`src/rtl/game_io_pkg.sv`:
```
// Shared constants for the KCPSM6 game I/O peripheral: port map, ctrl bit
// positions, interrupt handshake state encoding and the default timer period.
package game_io_pkg;

  localparam int TICK_DIV_DEF = 10_000_000;

  localparam logic [7:0] PORT_BTNS      = 8'h00;
  localparam logic [7:0] PORT_SW        = 8'h01;
  localparam logic [7:0] PORT_LED       = 8'h02;
  localparam logic [7:0] PORT_DIG3      = 8'h03;
  localparam logic [7:0] PORT_DIG2      = 8'h04;
  localparam logic [7:0] PORT_DIG1      = 8'h05;
  localparam logic [7:0] PORT_DIG0      = 8'h06;
  localparam logic [7:0] PORT_DP        = 8'h07;
  localparam logic [7:0] PORT_GAME_INFO = 8'h09;
  localparam logic [7:0] PORT_IRQ_MASK  = 8'h0A;
  localparam logic [7:0] PORT_IRQ_PEND  = 8'h0B;
  localparam logic [7:0] PORT_CTRL      = 8'h0C;
  localparam logic [7:0] PORT_EXT       = 8'h0E;
  localparam logic [7:0] PORT_RAND      = 8'h0F;

  localparam int CTRL_TMR_EN = 0;
  localparam int CTRL_EDGE   = 1;
  localparam logic [7:0] CTRL_RST = 8'h01;

  typedef enum logic [1:0] {
    IRQ_ARMED,
    IRQ_ACTIVE,
    IRQ_DISARMED
  } irq_state_t;

  // OUTPUTK carries only a 4-bit constant port address.
  function automatic logic [7:0] k_port(input logic [3:0] lo);
    return {4'h0, lo};
  endfunction

endpackage

```
`src/rtl/game_io_ctrl_if.sv`:
```
// KCPSM6 I/O bus as seen between the processor (master) and a peripheral (slave).
interface game_io_ctrl_if;
  logic [7:0] port_id;
  logic [7:0] out_port;
  logic       write_strobe;
  logic       k_write_strobe;
  logic       read_strobe;
  logic [7:0] in_port;
  logic       interrupt;
  logic       interrupt_ack;

  modport master (
    output port_id, out_port, write_strobe, k_write_strobe, read_strobe, interrupt_ack,
    input  in_port, interrupt
  );

  modport slave (
    input  port_id, out_port, write_strobe, k_write_strobe, read_strobe, interrupt_ack,
    output in_port, interrupt
  );
endinterface

```
`src/rtl/game_io_ctrl_irq_ctrl.sv`:
```
// Interrupt controller: ext_irq synchronisers, edge/level detect, pending/mask
// registers and the KCPSM6 interrupt/acknowledge handshake.
module irq_ctrl
  import game_io_pkg::*;
#(
  parameter int N_IRQ = 4
) (
  input  logic             clk,
  input  logic             rst,
  input  logic             tick,
  input  logic [N_IRQ-2:0] ext_irq,
  input  logic             edge_mode,
  input  logic             mask_we,
  input  logic             pend_we,
  input  logic [N_IRQ-1:0] wdata,
  input  logic             ack,
  output logic             interrupt,
  output logic [N_IRQ-1:0] mask,
  output logic [N_IRQ-1:0] pending,
  output logic [N_IRQ-2:0] ext_sync
);

  logic [N_IRQ-2:0] sync1, sync2, sync_d;
  logic [N_IRQ-2:0] ext_evt;
  logic [N_IRQ-1:0] set_vec, clr_vec;
  logic             irq_req;
  irq_state_t       state;

  assign ext_sync = sync2;
  assign ext_evt  = edge_mode ? (sync2 & ~sync_d) : sync2;
  assign set_vec  = {ext_evt, tick};
  assign clr_vec  = pend_we ? wdata : '0;
  assign irq_req  = |(pending & mask);

  always_ff @(posedge clk) begin
    if (rst) begin
      sync1  <= '0;
      sync2  <= '0;
      sync_d <= '0;
    end else begin
      sync1  <= ext_irq;
      sync2  <= sync1;
      sync_d <= sync2;
    end
  end

  // Set is OR'd in after the clear so a same-cycle event is never lost.
  always_ff @(posedge clk) begin
    if (rst) begin
      pending <= '0;
      mask    <= '0;
    end else begin
      pending <= (pending & ~clr_vec) | set_vec;
      if (mask_we) mask <= wdata;
    end
  end

  // ARMED raises the request; ack disarms; any pending write re-arms.
  always_ff @(posedge clk) begin
    if (rst) begin
      state     <= IRQ_ARMED;
      interrupt <= 1'b0;
    end else if (ack) begin
      state     <= IRQ_DISARMED;
      interrupt <= 1'b0;
    end else begin
      case (state)
        IRQ_ARMED: begin
          if (irq_req) begin
            state     <= IRQ_ACTIVE;
            interrupt <= 1'b1;
          end
        end
        IRQ_ACTIVE: interrupt <= 1'b1;
        IRQ_DISARMED: begin
          interrupt <= 1'b0;
          if (pend_we) state <= IRQ_ARMED;
        end
        default: begin
          state     <= IRQ_ARMED;
          interrupt <= 1'b0;
        end
      endcase
    end
  end

endmodule

```
`src/rtl/game_io_ctrl.sv`:
```
// KCPSM6 peripheral for the game board: display/game registers, periodic
// timer, registered read mux and an interrupt controller.
module game_io_ctrl
  import game_io_pkg::*;
#(
  parameter int TICK_DIV = TICK_DIV_DEF,
  parameter int N_IRQ    = 4
) (
  input  logic             clk,
  input  logic             rst,
  game_io_ctrl_if.slave    bus,
  input  logic [3:0]       db_btns,
  input  logic [7:0]       db_sw,
  input  logic [1:0]       rand_val,
  input  logic [N_IRQ-2:0] ext_irq,
  output logic [7:0]       led,
  output logic [4:0]       dig3,
  output logic [4:0]       dig2,
  output logic [4:0]       dig1,
  output logic [4:0]       dig0,
  output logic [3:0]       dp,
  output logic [7:0]       game_info
);

  localparam int CNT_W = (TICK_DIV > 2) ? $clog2(TICK_DIV) : 1;

  logic             wr_en;
  logic [7:0]       wr_addr;
  logic             mask_we, pend_we;
  logic             ctrl_en, ctrl_edge;
  logic [CNT_W-1:0] cnt;
  logic             tick;
  logic [7:0]       rd_data;
  logic [7:0]       in_port_r;
  logic             irq;
  logic [N_IRQ-1:0] mask, pending;
  logic [N_IRQ-2:0] ext_sync;
  logic             unused_rd;

  assign unused_rd = bus.read_strobe;

  // OUTPUT uses the full address; OUTPUTK aliases the low nibble.
  always_comb begin
    wr_en   = bus.write_strobe | bus.k_write_strobe;
    wr_addr = bus.write_strobe ? bus.port_id : k_port(bus.port_id[3:0]);
  end

  assign mask_we = wr_en && (wr_addr == PORT_IRQ_MASK);
  assign pend_we = wr_en && (wr_addr == PORT_IRQ_PEND);

  always_ff @(posedge clk) begin
    if (rst) begin
      led       <= '0;
      dig3      <= '0;
      dig2      <= '0;
      dig1      <= '0;
      dig0      <= '0;
      dp        <= '0;
      game_info <= '0;
      ctrl_en   <= CTRL_RST[CTRL_TMR_EN];
      ctrl_edge <= CTRL_RST[CTRL_EDGE];
    end else if (wr_en) begin
      case (wr_addr)
        PORT_LED:       led       <= bus.out_port;
        PORT_DIG3:      dig3      <= bus.out_port[4:0];
        PORT_DIG2:      dig2      <= bus.out_port[4:0];
        PORT_DIG1:      dig1      <= bus.out_port[4:0];
        PORT_DIG0:      dig0      <= bus.out_port[4:0];
        PORT_DP:        dp        <= bus.out_port[3:0];
        PORT_GAME_INFO: game_info <= bus.out_port;
        PORT_CTRL: begin
          ctrl_en   <= bus.out_port[CTRL_TMR_EN];
          ctrl_edge <= bus.out_port[CTRL_EDGE];
        end
        default: ;
      endcase
    end
  end

  assign tick = ctrl_en && (cnt == CNT_W'(TICK_DIV - 1));

  always_ff @(posedge clk) begin
    if (rst || !ctrl_en) cnt <= '0;
    else if (tick)       cnt <= '0;
    else                 cnt <= cnt + 1'b1;
  end

  always_comb begin
    rd_data = 8'h00;
    case (bus.port_id)
      PORT_BTNS:     rd_data = {4'b0, db_btns};
      PORT_SW:       rd_data = db_sw;
      PORT_LED:      rd_data = led;
      PORT_IRQ_MASK: rd_data = 8'(mask);
      PORT_IRQ_PEND: rd_data = 8'(pending);
      PORT_CTRL:     rd_data = {6'b0, ctrl_edge, ctrl_en};
      PORT_EXT:      rd_data = 8'(ext_sync);
      PORT_RAND:     rd_data = {6'b0, rand_val};
      default:       rd_data = 8'h00;
    endcase
  end

  always_ff @(posedge clk) begin
    if (rst) in_port_r <= '0;
    else     in_port_r <= rd_data;
  end

  assign bus.in_port   = in_port_r;
  assign bus.interrupt = irq;

  irq_ctrl #(.N_IRQ(N_IRQ)) u_irq (
    .clk       (clk),
    .rst       (rst),
    .tick      (tick),
    .ext_irq   (ext_irq),
    .edge_mode (ctrl_edge),
    .mask_we   (mask_we),
    .pend_we   (pend_we),
    .wdata     (bus.out_port[N_IRQ-1:0]),
    .ack       (bus.interrupt_ack),
    .interrupt (irq),
    .mask      (mask),
    .pending   (pending),
    .ext_sync  (ext_sync)
  );

endmodule

```
`src/flat_wrapper.sv`:
```
// flat-port wrapper written by rule: the top's interface ports become plain ports
module game_io_ctrl_flat import game_io_pkg::*;
#(
  parameter int TICK_DIV = TICK_DIV_DEF,
  parameter int N_IRQ    = 4
)
  (clk, rst, db_btns, db_sw, rand_val, ext_irq, led, dig3, dig2, dig1, dig0, dp, game_info, bus_port_id, bus_out_port, bus_write_strobe, bus_k_write_strobe, bus_read_strobe, bus_interrupt_ack, bus_in_port, bus_interrupt);
  game_io_ctrl_if bus_i ();
  input  logic clk;
  input  logic rst;
  input  logic [3:0] db_btns;
  input  logic [7:0] db_sw;
  input  logic [1:0] rand_val;
  input  logic [N_IRQ-2:0] ext_irq;
  output logic [7:0] led;
  output logic [4:0] dig3;
  output logic [4:0] dig2;
  output logic [4:0] dig1;
  output logic [4:0] dig0;
  output logic [3:0] dp;
  output logic [7:0] game_info;
  input wire logic [$bits(bus_i.port_id)-1:0] bus_port_id;
  input wire logic [$bits(bus_i.out_port)-1:0] bus_out_port;
  input wire logic [$bits(bus_i.write_strobe)-1:0] bus_write_strobe;
  input wire logic [$bits(bus_i.k_write_strobe)-1:0] bus_k_write_strobe;
  input wire logic [$bits(bus_i.read_strobe)-1:0] bus_read_strobe;
  input wire logic [$bits(bus_i.interrupt_ack)-1:0] bus_interrupt_ack;
  output wire logic [$bits(bus_i.in_port)-1:0] bus_in_port;
  output wire logic [$bits(bus_i.interrupt)-1:0] bus_interrupt;
  assign bus_i.port_id = bus_port_id;
  assign bus_i.out_port = bus_out_port;
  assign bus_i.write_strobe = bus_write_strobe;
  assign bus_i.k_write_strobe = bus_k_write_strobe;
  assign bus_i.read_strobe = bus_read_strobe;
  assign bus_i.interrupt_ack = bus_interrupt_ack;
  assign bus_in_port = bus_i.in_port;
  assign bus_interrupt = bus_i.interrupt;
  game_io_ctrl #(.TICK_DIV(TICK_DIV), .N_IRQ(N_IRQ)) u_core (.clk(clk), .rst(rst), .bus(bus_i), .db_btns(db_btns), .db_sw(db_sw), .rand_val(rand_val), .ext_irq(ext_irq), .led(led), .dig3(dig3), .dig2(dig2), .dig1(dig1), .dig0(dig0), .dp(dp), .game_info(game_info));
endmodule
```
`config.mk`:
```
export PLATFORM = sky130hd
export DESIGN_NAME = game_io_ctrl_flat
export DESIGN_NICKNAME = d
export VERILOG_FILES = /design/src/rtl/game_io_pkg.sv /design/src/rtl/game_io_ctrl_if.sv /design/src/rtl/game_io_ctrl_irq_ctrl.sv /design/src/rtl/game_io_ctrl.sv /design/src/flat_wrapper.sv
export SDC_FILE = /design/constraint.sdc
export NUM_CORES = 1
export LEC_CHECK = 0
export CAP_MARGIN = 20
export CORE_MARGIN = 5
export CORE_UTILIZATION = 50
export CTS_BUF_LIST = sky130_fd_sc_hd__clkbuf_4 sky130_fd_sc_hd__clkbuf_8 sky130_fd_sc_hd__clkbuf_16
export CTS_CLUSTER_DIAMETER = 40
export DETAILED_ROUTE_END_ITERATION = 8
export PLACE_DENSITY_LB_ADDON = 0.25
export SKIP_LAST_GASP = 1
export SLEW_MARGIN = 20
export SYNTH_ARGS = -nofsm -noshare
export SYNTH_HDL_FRONTEND = slang
export SYNTH_SLANG_ARGS = --single-unit
```
`constraint.sdc`:
```
create_clock -name clk -period 5.52 [get_ports clk]
set_input_delay 0.828 -clock clk [delete_from_list [all_inputs] [get_ports clk]]
set_output_delay 0.828 -clock clk [all_outputs]
set_load 0.01 [all_outputs]
```
# Word level (Yosys, flattened, before mapping)
# Index checks and enable logic that the tools add are counted.
word_totals:
  register_bits: 94
  inputBits: 39
  output_inout_bits: 49
  wordCells: 83
classes:
  addsub: 1
  n_eq_ne: 25
  mux: 10
  bitwise: 8
  n_reduce_logical: 20
ops:
  columns: ["cell", "count"]
  rows:
  - ["$eq 8x4->1 const B", 9]
  - ["$pmux 8 s8", 1]
  - ["$eq 8x3->1 const B", 4]
  - ["$add 24x1->24 const B", 1]
  - ["$eq 24x24->1 const B", 1]
  - ["$eq 8x2->1 const B", 3]
  - ["$reduce_and 2->1", 8]
  - ["$and 4x4->4", 2]
  - ["$eq 8x1->1 const B", 1]
  - ["$logic_not 8->1", 1]
  - ["$mux 8", 1]
  - ["$mux 2", 3]
  - ["$ne 2x2->1 const B", 3]
  - ["$ne 3x3->1 const B", 2]
  - ["$pmux 2 s3", 1]
  - ["$reduce_and 3->1", 2]
  - ["$mux 4", 1]
  - ["$not 4->4", 1]
  - ["$or 4x4->4", 1]
  - ["$reduce_or 2->1", 2]
  - ["$reduce_or 4->1", 1]
  - ["$and 3x3->3", 1]
  - ["$logic_and 1x1->1", 3]
  - ["$mux 3", 1]
  - ["other kinds (10)", 10]

# Longest topological paths before layout
# Gate-level depths: netlist (run 1).
depth:
  word_depth: 7
  mapped_depth: 6
  mapped_depth_nobuf: 5

# Modules after synthesis
# From an unflattened synthesis (run 1), not the netlist that was laid out.
unflattened:
  cells_unflattened: 420
  area_unflattened_um2: 3985.1
by_module_without_submodules:
  columns: ["module", "n_inst", "cells_each", "area_each_um2", "seq_area_each_um2"]
  rows:
  - ["game_io_ctrl", 1, 361, 3309.4, 1481.4]
  - ["irq_ctrl", 1, 59, 675.6, 400.4]

# Worst setup path after synthesis (run 1)
# OpenSTA, ideal clock, no wires.
synth_timing:
  path_type: "input-to-reg"
  start: "in bus_port_id[7]"
  end: "reg u_core.dig3[0]"
  setup_time_ns: 0.129
  arrival_ns: 2.044
  required_ns: 5.391
  setup_slack_ns: 3.348
  path_stages: 5
  path_buffers: 1
  path_cell_list: "nor4_2 mux2_2 buf_2 nand4_1 mux2i_1"
synth_between:
  elab_chain_len: 3
synth_rtl:
  columns: ["element", "line", "rtl"]
  rows:
  - ["from (decl)", "flat_wrapper.sv:22", "input wire logic [$bits(bus_i.port_id)-1:0] bus_port_id;"]
  - ["$mux 8", "game_io_ctrl.sv:45", "wr_addr = bus.write_strobe ? bus.port_id : k_port(bus.port_id[3:0]);"]
  - ["$eq 8x2->1", "game_io_ctrl.sv:63", "case (wr_addr)"]
  - ["$reduce_and 2->1 (no line)", null, null]
  - ["to (signal assigned)", "game_io_ctrl.sv:65", "PORT_DIG3: dig3 <= bus.out_port[4:0];"]
  - ["to (decl)", "game_io_ctrl.sv:17", "output logic [4:0] dig3,"]
# No other way between the ends.
# A chain may end at the register's enable or synchronous reset.

# Worst setup path in the final report (run 1)
layout_timing:
  start: "in rst"
  end: "reg u_core.cnt[9]"
layout_between:
  elab_chain_len: 2
layout_rtl:
  columns: ["element", "line", "rtl"]
  rows:
  - ["from (decl)", "flat_wrapper.sv:10", "input logic rst;"]
  - ["$logic_or 1x1->1", "game_io_ctrl.sv:83", "if (rst || !ctrl_en) cnt <= '0;"]
  - ["$reduce_or 2->1 (no line)", null, null]
  - ["to (signal assigned)", "game_io_ctrl.sv:85", "else cnt <= cnt + 1'b1;"]
  - ["to (decl)", "game_io_ctrl.sv:31", "logic [CNT_W-1:0] cnt;"]
# No other way between the ends.

==> impl_metrics.csv, run 1 <==
group,metric,value,unit
run_status,status,"finished, final reports clean",
floorplan,die_w,99.32,um
timing,setup_viol,0,
grt,grt_pass1_wl,16.31,mm
grt,grt_usage,20.09,%
logic_synthesis,synth_seq_area_share,47.18,%
flow_run,drv_cap,0,
timing,finalCriticalPeriod,3.383,ns
clock_tree,cts_setup_buffers,0,
critical_path,required,5.75,ns
drt,firstDrtPassIters,4,
grt,antenna_found_initial,0,
logic_synthesis,avgSynthCellArea,9.255,um^2
clock_tree,numCtsBuffers,9,
drt,via_per_inst,5.512,
grt,overflow,0,
min_path,worstHoldPathType,"reg -> reg",
clock_tree,cts_tree,"yes",
timing,worst_slew_margin_rel,32.83,%
critical_path,max_stage_delay,0.95,ns
critical_path,setup.worst_path.start_class,"input port",
critical_path,worstRegToRegCells,4,
critical_path,cp_max_fo,37,
timing,hold_violations,0,
logic_synthesis,synth_edf_count,0,
placement,hpwl,7.101,mm
logic_synthesis,synth_async_sr_flop_share,0,%
power_and_ir_drop,powerDensity,241.0,nW/um^2
clock_tree,clk_pin_slew,0.10,ns
logic_synthesis,synth_area_leaders,"dfxtp_1 (47%), mux2i_1 (13%), nand2_1 (6.4%)",
logic_synthesis,synth_most_common_cell,"dfxtp_1",
power_and_ir_drop,intPower,907.5,uW
floorplan,top_level_ports,88,
drt,antenna_violating_nets_post_route,0,
critical_path,r2r_slack,3.22,ns
logic_synthesis,syn_area,3989,um^2
floorplan,placementRows,32,
finish,area.sequential,1882,um^2
clock_tree,clock-root-buffer,"clkbuf_8",
logic_synthesis,synth_cells,431,
power_and_ir_drop,p_leak,1.930,nW
power_and_ir_drop,p_comb_share,7.7,%
logic_synthesis,ys_warn_count,0,
floorplan,die_h,99.32,um
timing,min_period_over_period,61.28,%
placement,portBuffers,86,
critical_path,critPathLaunch,"rst",
critical_path,crit_type,"in -> reg",
floorplan,coreArea,7767,um^2
logic_synthesis,synth_cell_types,49,
min_path,hold-path-cell-count,1,
min_path,hold_path_end,"u_core.u_irq.ext_sync[1]",
critical_path,cp_slowest_cell,"clkinv_1",
logic_synthesis,syn_nets,471,
power_and_ir_drop,pwr-share-seq,56.6,%
placement,gp_congestion,0.8750,
critical_path,worstReg2RegStart,"u_core.cnt[3]",
min_path,hp-start,"u_core.u_irq.sync1[1]",
power_and_ir_drop,vdd_drop_max,0.0001502,V
power_and_ir_drop,p_sw,316.4,uW
finish,multi_input_area,1988,um^2
critical_path,crit_chain,"clkdlybuf4s50_1, clkinv_1, nand2_1, o21bai_4, nor2_1",
logic_synthesis,synthTopCellsByCount,"dfxtp_1 (94), nand2_1 (68), mux2i_1 (53)",
logic_synthesis,ys.flop_type,"dfxtp_1",
finish,antennaDiodeCount,0,
grt,grt_pass1_vias,3294,
power_and_ir_drop,p_sw_share,25.85,%
critical_path,worst_setup_path_end_kind,"register",
finish,drive_gt1_share,5.479,%
clock_tree,cts_sinks,94,
finish,layout.nets,546,
drt,drc,0,
clock_tree,cts-resized-gates,0,
timing,fin_tns_setup,0,ns
critical_path,cp_data_arrival_time,3.61,ns
logic_synthesis,yosysTopAreaCell,"dfxtp_1",
timing,fin_skew,0.008270,ns
floorplan,start_util,51.35,%
power_and_ir_drop,finalPower,1.224,mW
power_and_ir_drop,p_clk_share,35.7,%
critical_path,r2r_end,"u_core.cnt[9]",
timing,tightest_slew,1.001,ns
drt,num_vias,3379,
drt,wl_per_cell,15.82,um
finish,nFillCells,644,
placement,place_inst,597,
timing,final_max_slew_viol_count,0,
clock_tree,cts_buffer_depth,2,
clock_tree,h-tree-depth,3,
grt,grt_start_max_net_pins,38,
finish,synthToLayoutAreaGrowth,27.32,%
clock_tree,clk_latency,0.35,ns
logic_synthesis,synth-seq-cells,94,
drt,drt_iter0_drc,143,
clock_tree,hold_buffers,0,
floorplan,dieArea,9863,um^2
finish,final_cells,613,
drt,drt-total-wl,9.698,mm
timing,rsz0062_at_grt,"false",
logic_synthesis,synth_top_cell_area_share,47.18,%
timing,fmax,0.2956,GHz
[metal layers]
| metal | up-vias | routed length (um) | GRT usage [%] |
|---|---|---|---|
| met5 | - | 0 | 0 |
| met4 | 0 | 148 | 6.513 |
| met3 | 12 | 505 | 5.119 |
| met2 | 86 | 4745 | 33.32 |
| met1 | 1611 | 4297 | 25.56 |
| li1 | 1670 | - | - |
[worst max-delay path by stage]
| stage | to |
|---|---|
| 2_1_floorplan | u_core.dig3[0] |
| 3_3_place_gp | u_core.cnt[4] |
| 3_5_place_dp | u_core.cnt[9] |
| 4_1_cts | u_core.cnt[9] |
| 5_1_grt | u_core.cnt[7] |
| 6_report | u_core.cnt[9] |
[area by class of cell]
| class | count | area share [%] |
|---|---|---|
| clock buffers | 9 | 2.439 |
| clock inverters | 7 | 1.232 |
| inverters | 7 | 0.5174 |
| multi-input cells | 307 | 39.15 |
| flip-flops and latches | 94 | 37.05 |
| well taps | 102 | 2.513 |
| repair buffers | 87 | 17.10 |
[cell usage in the layout (no fill, tap or decap), types with 6 or more instances in the layout]
| master | count |
|---|---|
| nand2_1 | 68 |
| a21oi_1 | 13 |
| nor2_1 | 31 |
| dfxtp_1 | 94 |
| nor2b_1 | 12 |
| clkbuf_8 | 9 |
| nand4_1 | 10 |
| clkdlybuf4s50_1 | 86 |
| or4_1 | 7 |
| mux2i_1 | 53 |
| nor3_1 | 10 |
| inv_1 | 6 |
| xnor2_1 | 11 |
| nor4_1 | 6 |
| nand3_1 | 18 |
[power groups by stage]
stage	Clock, mW	Combinational [mW]	Sequential, mW
3_5_place_dp	0	0.0940	0.709
6_report	0.436	0.0945	0.693
5_1_grt	0.478	0.102	0.695
4_1_cts	0.446	0.0947	0.693
3_3_place_gp	0	0.0921	0.709
2_1_floorplan	0	0.0485	0.708
[flip-flops by register name, summed over array words and instances (netlist names)]
register                flops
u_core.bus.in_port          8
u_core.dig2                 5
u_core.led                  8
u_core.ctrl_edge            1
u_core.u_irq.interrupt      1
u_core.dig1                 5
u_core.u_irq.sync_d         3
u_core.u_irq.state          2
u_core.u_irq.ext_sync       3
u_core.u_irq.pending        4
u_core.cnt                 24
u_core.game_info            8
u_core.dig3                 5
u_core.dp                   4
u_core.u_irq.sync1          3
u_core.ctrl_en              1
u_core.u_irq.mask           4
u_core.dig0                 5
[through the flow]
stage	cell area (um^2)	hold WS, ns	util [%]	setup WS, ns
after detailed placement	4892	0.4274	62.98	1.763
final	5079	0.4441	65.38	2.137
after global routing	5079	0.4649	65.38	1.839
after CTS	5079	0.4511	65.38	2.153
after global placement	4892	0.4236	62.98	1.810
after floorplan	3989	0.4138	-	3.348
[logic make-up after synthesis]
| family | after synthesis | share of synthesized area (%) |
|---|---|---|
| buf+inv | 30 | 2.980 |
| flops | 94 | 47.18 |
| xor+xnor | 14 | 3.074 |
| mux | 57 | 14.43 |
| compound gates | 42 | 7.403 |
| simple gates | 193 | 24.62 |
| fa+ha+maj | 1 | 0.3136 |
[critical path, delay by kind of cell]
kind | cells | cell delay, ns
buf+inv | 2 | 1.75
compound gates | 1 | 0.34
simple gates | 2 | 0.69
Note: power is estimated with default switching activity, not from simulation.
==> run 2, diff against run 1 <==
--- a/config.mk
+++ b/config.mk
@@ -7,7 +7,7 @@
 export LEC_CHECK = 0
 export CAP_MARGIN = 20
 export CORE_MARGIN = 5
-export CORE_UTILIZATION = 50
+export CORE_UTILIZATION = 45
 export CTS_BUF_LIST = sky130_fd_sc_hd__clkbuf_4 sky130_fd_sc_hd__clkbuf_8 sky130_fd_sc_hd__clkbuf_16
 export CTS_CLUSTER_DIAMETER = 40
 export DETAILED_ROUTE_END_ITERATION = 8
==> constraint.sdc (replaced) <==
create_clock -name clk -period 2.8 [get_ports clk]
set_input_delay 0.42 -clock clk [delete_from_list [all_inputs] [get_ports clk]]
set_output_delay 0.42 -clock clk [all_outputs]
set_load 0.01 [all_outputs]
==> impl_metrics.csv, run 2 (synthesis results as in run 1) <==
group,metric,value,unit
critical_path,worstRegToRegCells,5,
finish,antennaDiodeCount,0,
clock_tree,clk_pin_slew,0.10,ns
floorplan,start_util,45.96,%
timing,worst_slew_margin_rel,59.50,%
critical_path,cp_data_arrival_time,2.37,ns
grt,grt_pass1_vias,3359,
clock_tree,cts-resized-gates,0,
drt,drc,0,
finish,final_common_cell,"dfxtp_1",
timing,holdWs,0.4487,ns
critical_path,setup.worst_path.start_class,"input port",
run_status,status,"finished, final reports clean",
grt,antenna_found_initial,0,
finish,drive_gt1_share,7.115,%
floorplan,top_level_ports,88,
power_and_ir_drop,pwr-share-seq,54.2,%
finish,final_core_util,59.70,%
placement,portBuffers,86,
critical_path,cp_slowest_cell,"nor4_2",
floorplan,dieArea,10850,um^2
grt,grt_pass1_wl,16.30,mm
flow_run,drv_cap,0,
critical_path,critPathLaunch,"bus_port_id[7]",
critical_path,r2r_end,"u_core.cnt[4]",
floorplan,coreArea,8678,um^2
placement,gp_congestion,0.8670,
clock_tree,cts_setup_buffers,0,
timing,fin_tns_setup,0,ns
clock_tree,hold_buffers,0,
min_path,worstHoldPathType,"reg -> reg",
drt,drt_iter0_drc,170,
power_and_ir_drop,p_sw,617.2,uW
timing,finalWorstSetupSlack,0.6596,ns
placement,pre_cts_slack,0.3080,ns
power_and_ir_drop,p_clk_share,38.3,%
finish,synthToLayoutAreaGrowth,29.89,%
power_and_ir_drop,p_leak,1.983,nW
power_and_ir_drop,p_comb_share,7.6,%
drt,num_vias,3409,
drt,firstDrtPassIters,6,
drt,antenna_violating_nets_post_route,0,
power_and_ir_drop,p_sw_share,24.46,%
critical_path,r2r_slack,0.72,ns
critical_path,worst_setup_path_end_kind,"register",
finish,regMostFlops,"u_core.cnt",
timing,fmax,0.4672,GHz
grt,grt_start_max_net_pins,30,
power_and_ir_drop,intPower,1.906,mW
critical_path,crit_type,"in -> reg",
min_path,hold_path_end,"u_core.u_irq.ext_sync[0]",
drt,drt-total-wl,9.638,mm
timing,fin_skew,0.008753,ns
power_and_ir_drop,powerDensity,487.0,nW/um^2
finish,largest_reg_flops,24,
clock_tree,cts_sinks,94,
placement,hpwl,7.153,mm
timing,final_max_slew_viol_count,0,
critical_path,worstReg2RegStart,"u_core.cnt[0]",
floorplan,placementRows,34,
drt,wl_per_cell,15.35,um
timing,tightest_slew,0.6020,ns
grt,grt_usage,17.86,%
clock_tree,clock-root-buffer,"clkbuf_8",
floorplan,die_w,104.2,um
clock_tree,numCtsBuffers,9,
clock_tree,clk_latency,0.36,ns
timing,min_period_over_period,76.44,%
clock_tree,h-tree-depth,3,
critical_path,crit_chain,"clkdlybuf4s50_1, nor4_2, mux2_2, nand4_1, mux2i_1",
critical_path,cp_max_fo,15,
timing,setup_viol,0,
min_path,hp-start,"u_core.u_irq.sync1[0]",
finish,final_cell_mix,"dfxtp_1 (94), clkdlybuf4s50_1 (86), nand2_1 (68)",
clock_tree,cts_buffer_depth,2,
power_and_ir_drop,vdd_drop_max,0.0002601,V
clock_tree,cts_tree,"yes",
grt,overflow,0,
finish,layout.nets,555,
drt,via_per_inst,5.428,
finish,finalInstanceArea,5181,um^2
min_path,hold-path-cell-count,1,
timing,rsz0062_at_grt,"false",
floorplan,die_h,104.2,um
timing,finalCriticalPeriod,2.140,ns
critical_path,max_stage_delay,0.48,ns
placement,place_area,4967,um^2
timing,hold_violations,0,
critical_path,required,3.03,ns
## run 2: cell count changes in the layout (fill, tap and decap cells not counted), sizes merged
cell / delta
clkinv: -2
buf: +9
clkbuf: +1
bufinv: +1
## run 2: metal layers
| metal | GRT usage (%) | part of all wire (%) | up-vias |
|---|---|---|---|
| li1 | - | - | 1695 |
| met1 | 23.11 | 46 | 1610 |
| met2 | 29.83 | 48 | 92 |
| met3 | 3.786 | 4.9 | 12 |
| met4 | 5.458 | 1.4 | 0 |
| met5 | 0 | 0 | - |
## run 2: per-stage QoR
stage | cells | power (mW)
2_1_floorplan | 431 | 1.492
3_3_place_gp | 612 | 1.586
3_5_place_dp | 612 | 1.589
4_1_cts | 628 | 2.543
5_1_grt | 628 | 2.613
6_report | 628 | 2.523
## run 2: worst max path at each step
stage	slack (ns)	to	cells past startpoint
3_5_place_dp	0.31	u_core.dig3[3]	5
6_report	0.66	u_core.dig3[0]	5
2_1_floorplan	0.96	u_core.cnt[5]	6
5_1_grt	0.49	u_core.dig3[0]	5
3_3_place_gp	0.40	u_core.dig3[1]	5
4_1_cts	0.69	u_core.dig3[3]	5
## run 2: power groups by stage
stage	Combinational (mW)	Sequential [mW]	Clock, mW
2_1_floorplan	0.0957	1.40	0
3_3_place_gp	0.189	1.40	0
3_5_place_dp	0.191	1.40	0
4_1_cts	0.192	1.37	0.984
5_1_grt	0.208	1.37	1.04
6_report	0.191	1.37	0.966
## run 2: layout make-up
cell class / count / area [um^2]
Fill cell: 791 / 3497
Inverter: 7 / 26.28
Timing Repair Buffer: 96 / 935.9
Clock inverter: 6 / 76.32
Multi-Input combinational cell: 307 / 1988
Tap cell: 108 / 135.1
Clock buffer: 10 / 137.6
Sequential cell: 94 / 1882
## run 2: worst max-delay path: cells and delay by family
family / cells / cell delay, ns
buf+inv: 1 / 0.43
simple gates: 2 / 0.86
mux: 2 / 0.65
==> run 3, diff against run 2 <==
--- a/config.mk
+++ b/config.mk
@@ -7,7 +7,7 @@
 export LEC_CHECK = 0
 export CAP_MARGIN = 20
 export CORE_MARGIN = 5
-export CORE_UTILIZATION = 45
+export CORE_UTILIZATION = 50
 export CTS_BUF_LIST = sky130_fd_sc_hd__clkbuf_4 sky130_fd_sc_hd__clkbuf_8 sky130_fd_sc_hd__clkbuf_16
 export CTS_CLUSTER_DIAMETER = 40
 export DETAILED_ROUTE_END_ITERATION = 8
==> constraint.sdc (replaced) <==
create_clock -name clk -period 2.2 [get_ports clk]
set_input_delay 0.33 -clock clk [delete_from_list [all_inputs] [get_ports clk]]
set_output_delay 0.33 -clock clk [all_outputs]
set_load 0.01 [all_outputs]
==> impl_metrics.csv, run 3 (synthesis results as in run 1) <==
group,metric,value,unit
run_status,status,"finished, final reports clean",
drt,num_vias,3460,
placement,portBuffers,86,
finish,final_core_util,67.49,%
drt,wl_per_cell,15.88,um
timing,setup_viol,0,
clock_tree,clock-root-buffer,"clkbuf_8",
critical_path,r2r_slack,0.24,ns
floorplan,dieArea,9863,um^2
floorplan,placementRows,32,
critical_path,required,2.50,ns
critical_path,cp_slowest_cell,"or4_1",
clock_tree,cts-resized-gates,0,
critical_path,crit_type,"reg -> reg",
clock_tree,cts_sinks,94,
clock_tree,hold_buffers,0,
flow_run,drv_cap,0,
placement,gp_congestion,0.9077,
clock_tree,cts_tree,"yes",
critical_path,max_stage_delay,0.51,ns
finish,regMostFlops,"u_core.cnt",
grt,antenna_found_initial,0,
grt,grt_start_max_net_pins,57,
floorplan,top_level_ports,88,
floorplan,die_w,99.32,um
finish,drive_gt1_share,8.175,%
placement,pre_cts_slack,-0.007267,ns
min_path,worstHoldPathType,"reg -> reg",
finish,antennaDiodeCount,0,
timing,fin_skew,0.01161,ns
timing,finalCriticalPeriod,1.958,ns
critical_path,critPathLaunch,"u_core.cnt[3]",
critical_path,crit_chain,"nand4_1, buf_4, or2_1, or4_1, a21oi_1",
critical_path,worstReg2RegStart,"u_core.cnt[3]",
drt,firstDrtPassIters,4,
drt,antenna_violating_nets_post_route,0,
power_and_ir_drop,vdd_drop_max,0.0004030,V
timing,tightest_slew,0.5424,ns
finish,synthToLayoutAreaGrowth,31.43,%
finish,final_cell_mix,"dfxtp_1 (94), clkdlybuf4s50_1 (86), nand2_1 (68)",
clock_tree,h-tree-depth,3,
power_and_ir_drop,powerDensity,613.2,nW/um^2
timing,rsz0062_at_grt,"false",
finish,nFillCells,639,
timing,hold_violations,0,
finish,largest_reg_flops,24,
finish,layout.nets,561,
critical_path,setup.worst_path.start_class,"register",
drt,drt-total-wl,9.971,mm
drt,drc,0,
finish,finalInstanceArea,5243,um^2
placement,hpwl,7.295,mm
timing,finalWorstSetupSlack,0.2417,ns
power_and_ir_drop,p_leak,2.015,nW
clock_tree,cts_setup_buffers,0,
critical_path,worst_setup_path_end_kind,"register",
drt,drt_iter0_drc,146,
grt,grt_usage,20.70,%
timing,min_period_over_period,89.02,%
grt,grt_pass1_vias,3413,
floorplan,die_h,99.32,um
finish,multi_input_area,1988,um^2
timing,fmax,0.5106,GHz
critical_path,cp_max_fo,7,
clock_tree,clk_pin_slew,0.10,ns
clock_tree,numCtsBuffers,9,
clock_tree,cts_buffer_depth,2,
drt,via_per_inst,5.510,
critical_path,worstRegToRegCells,5,
finish,final_common_cell,"dfxtp_1",
placement,place_area,5030,um^2
floorplan,coreArea,7767,um^2
critical_path,r2r_end,"u_core.cnt[19]",
timing,worst_slew_margin_rel,63.51,%
grt,grt_pass1_wl,16.67,mm
floorplan,start_util,51.35,%
finish,area.sequential,1882,um^2
clock_tree,clk_latency,0.37,ns
critical_path,cp_data_arrival_time,2.26,ns
critical_path,crit_path_end,"u_core.cnt[19]",
timing,final_max_slew_viol_count,0,
grt,overflow,0,
==> run 3: cell types whose count changed in the layout (fill, tap and decap cells not counted) <==
cell and change:
buf_4 +4, buf_12 +2, clkbuf_8 -1, clkinv_8 +1, clkinvlp_4 +1, inv_8 -1
==> run 3: through the flow <==
step	power, mW	hold slack [ns]	instances	setup TNS (ns)
after floorplan	1.899	0.4087	431	0
after global placement	2.030	0.4225	612	0
after detailed placement	2.035	0.4266	612	-0.01307
after CTS	3.230	0.4504	628	0
after global routing	3.337	0.4701	628	0
final	3.215	0.4447	628	0
==> run 3: worst max-delay path: cells and delay by family (launching register included) <==
kind	cells	cell delay, ns
AO/OA/AOI/OAI	1	0.14
buffers and inverters	1	0.27
flip-flops	1	0.41
AND/OR/NAND/NOR	3	1.08
==> run 3: final cells by class <==
cell class,instances,area share [%]
multi-input combinational,307,37.92
clock inverter,7,1.695
sequential,94,35.89
timing repair buffer,102,19.19
inverter,7,0.5012
clock buffer,9,2.363
tap,102,2.434
==> run 3: worst min path at each step <==
| stage | to | slack (ns) | from | cells after the start |
|---|---|---|---|---|
| 2_1_floorplan | u_core.u_irq.interrupt | 0.41 | bus_interrupt_ack | 1 |
| 3_3_place_gp | u_core.u_irq.ext_sync[1] | 0.42 | u_core.u_irq.sync1[1] | 1 |
| 3_5_place_dp | u_core.u_irq.ext_sync[0] | 0.43 | u_core.u_irq.sync1[0] | 1 |
| 4_1_cts | u_core.u_irq.ext_sync[0] | 0.45 | u_core.u_irq.sync1[0] | 1 |
| 5_1_grt | u_core.u_irq.ext_sync[0] | 0.47 | u_core.u_irq.sync1[0] | 1 |
| 6_report | u_core.u_irq.ext_sync[0] | 0.44 | u_core.u_irq.sync1[0] | 1 |
==> run 3: report_power, final <==
| group | total [mW] | leakage (nW) | switching (mW) | internal [mW] |
|---|---|---|---|---|
| Sequential | 1.74 | 0.760 | 0.0164 | 1.72 |
| Combinational | 0.257 | 1.15 | 0.125 | 0.133 |
| Clock | 1.22 | 0.104 | 0.668 | 0.549 |
==> run 3: metal layers <==
layer | track usage [%] | vias up | wire (um)
li1 | - | 1703 | -
met1 | 25.02 | 1647 | 4292
met2 | 35.80 | 91 | 4899
met3 | 5.049 | 19 | 585
met4 | 7.248 | 0 | 194
met5 | 0 | - | 0
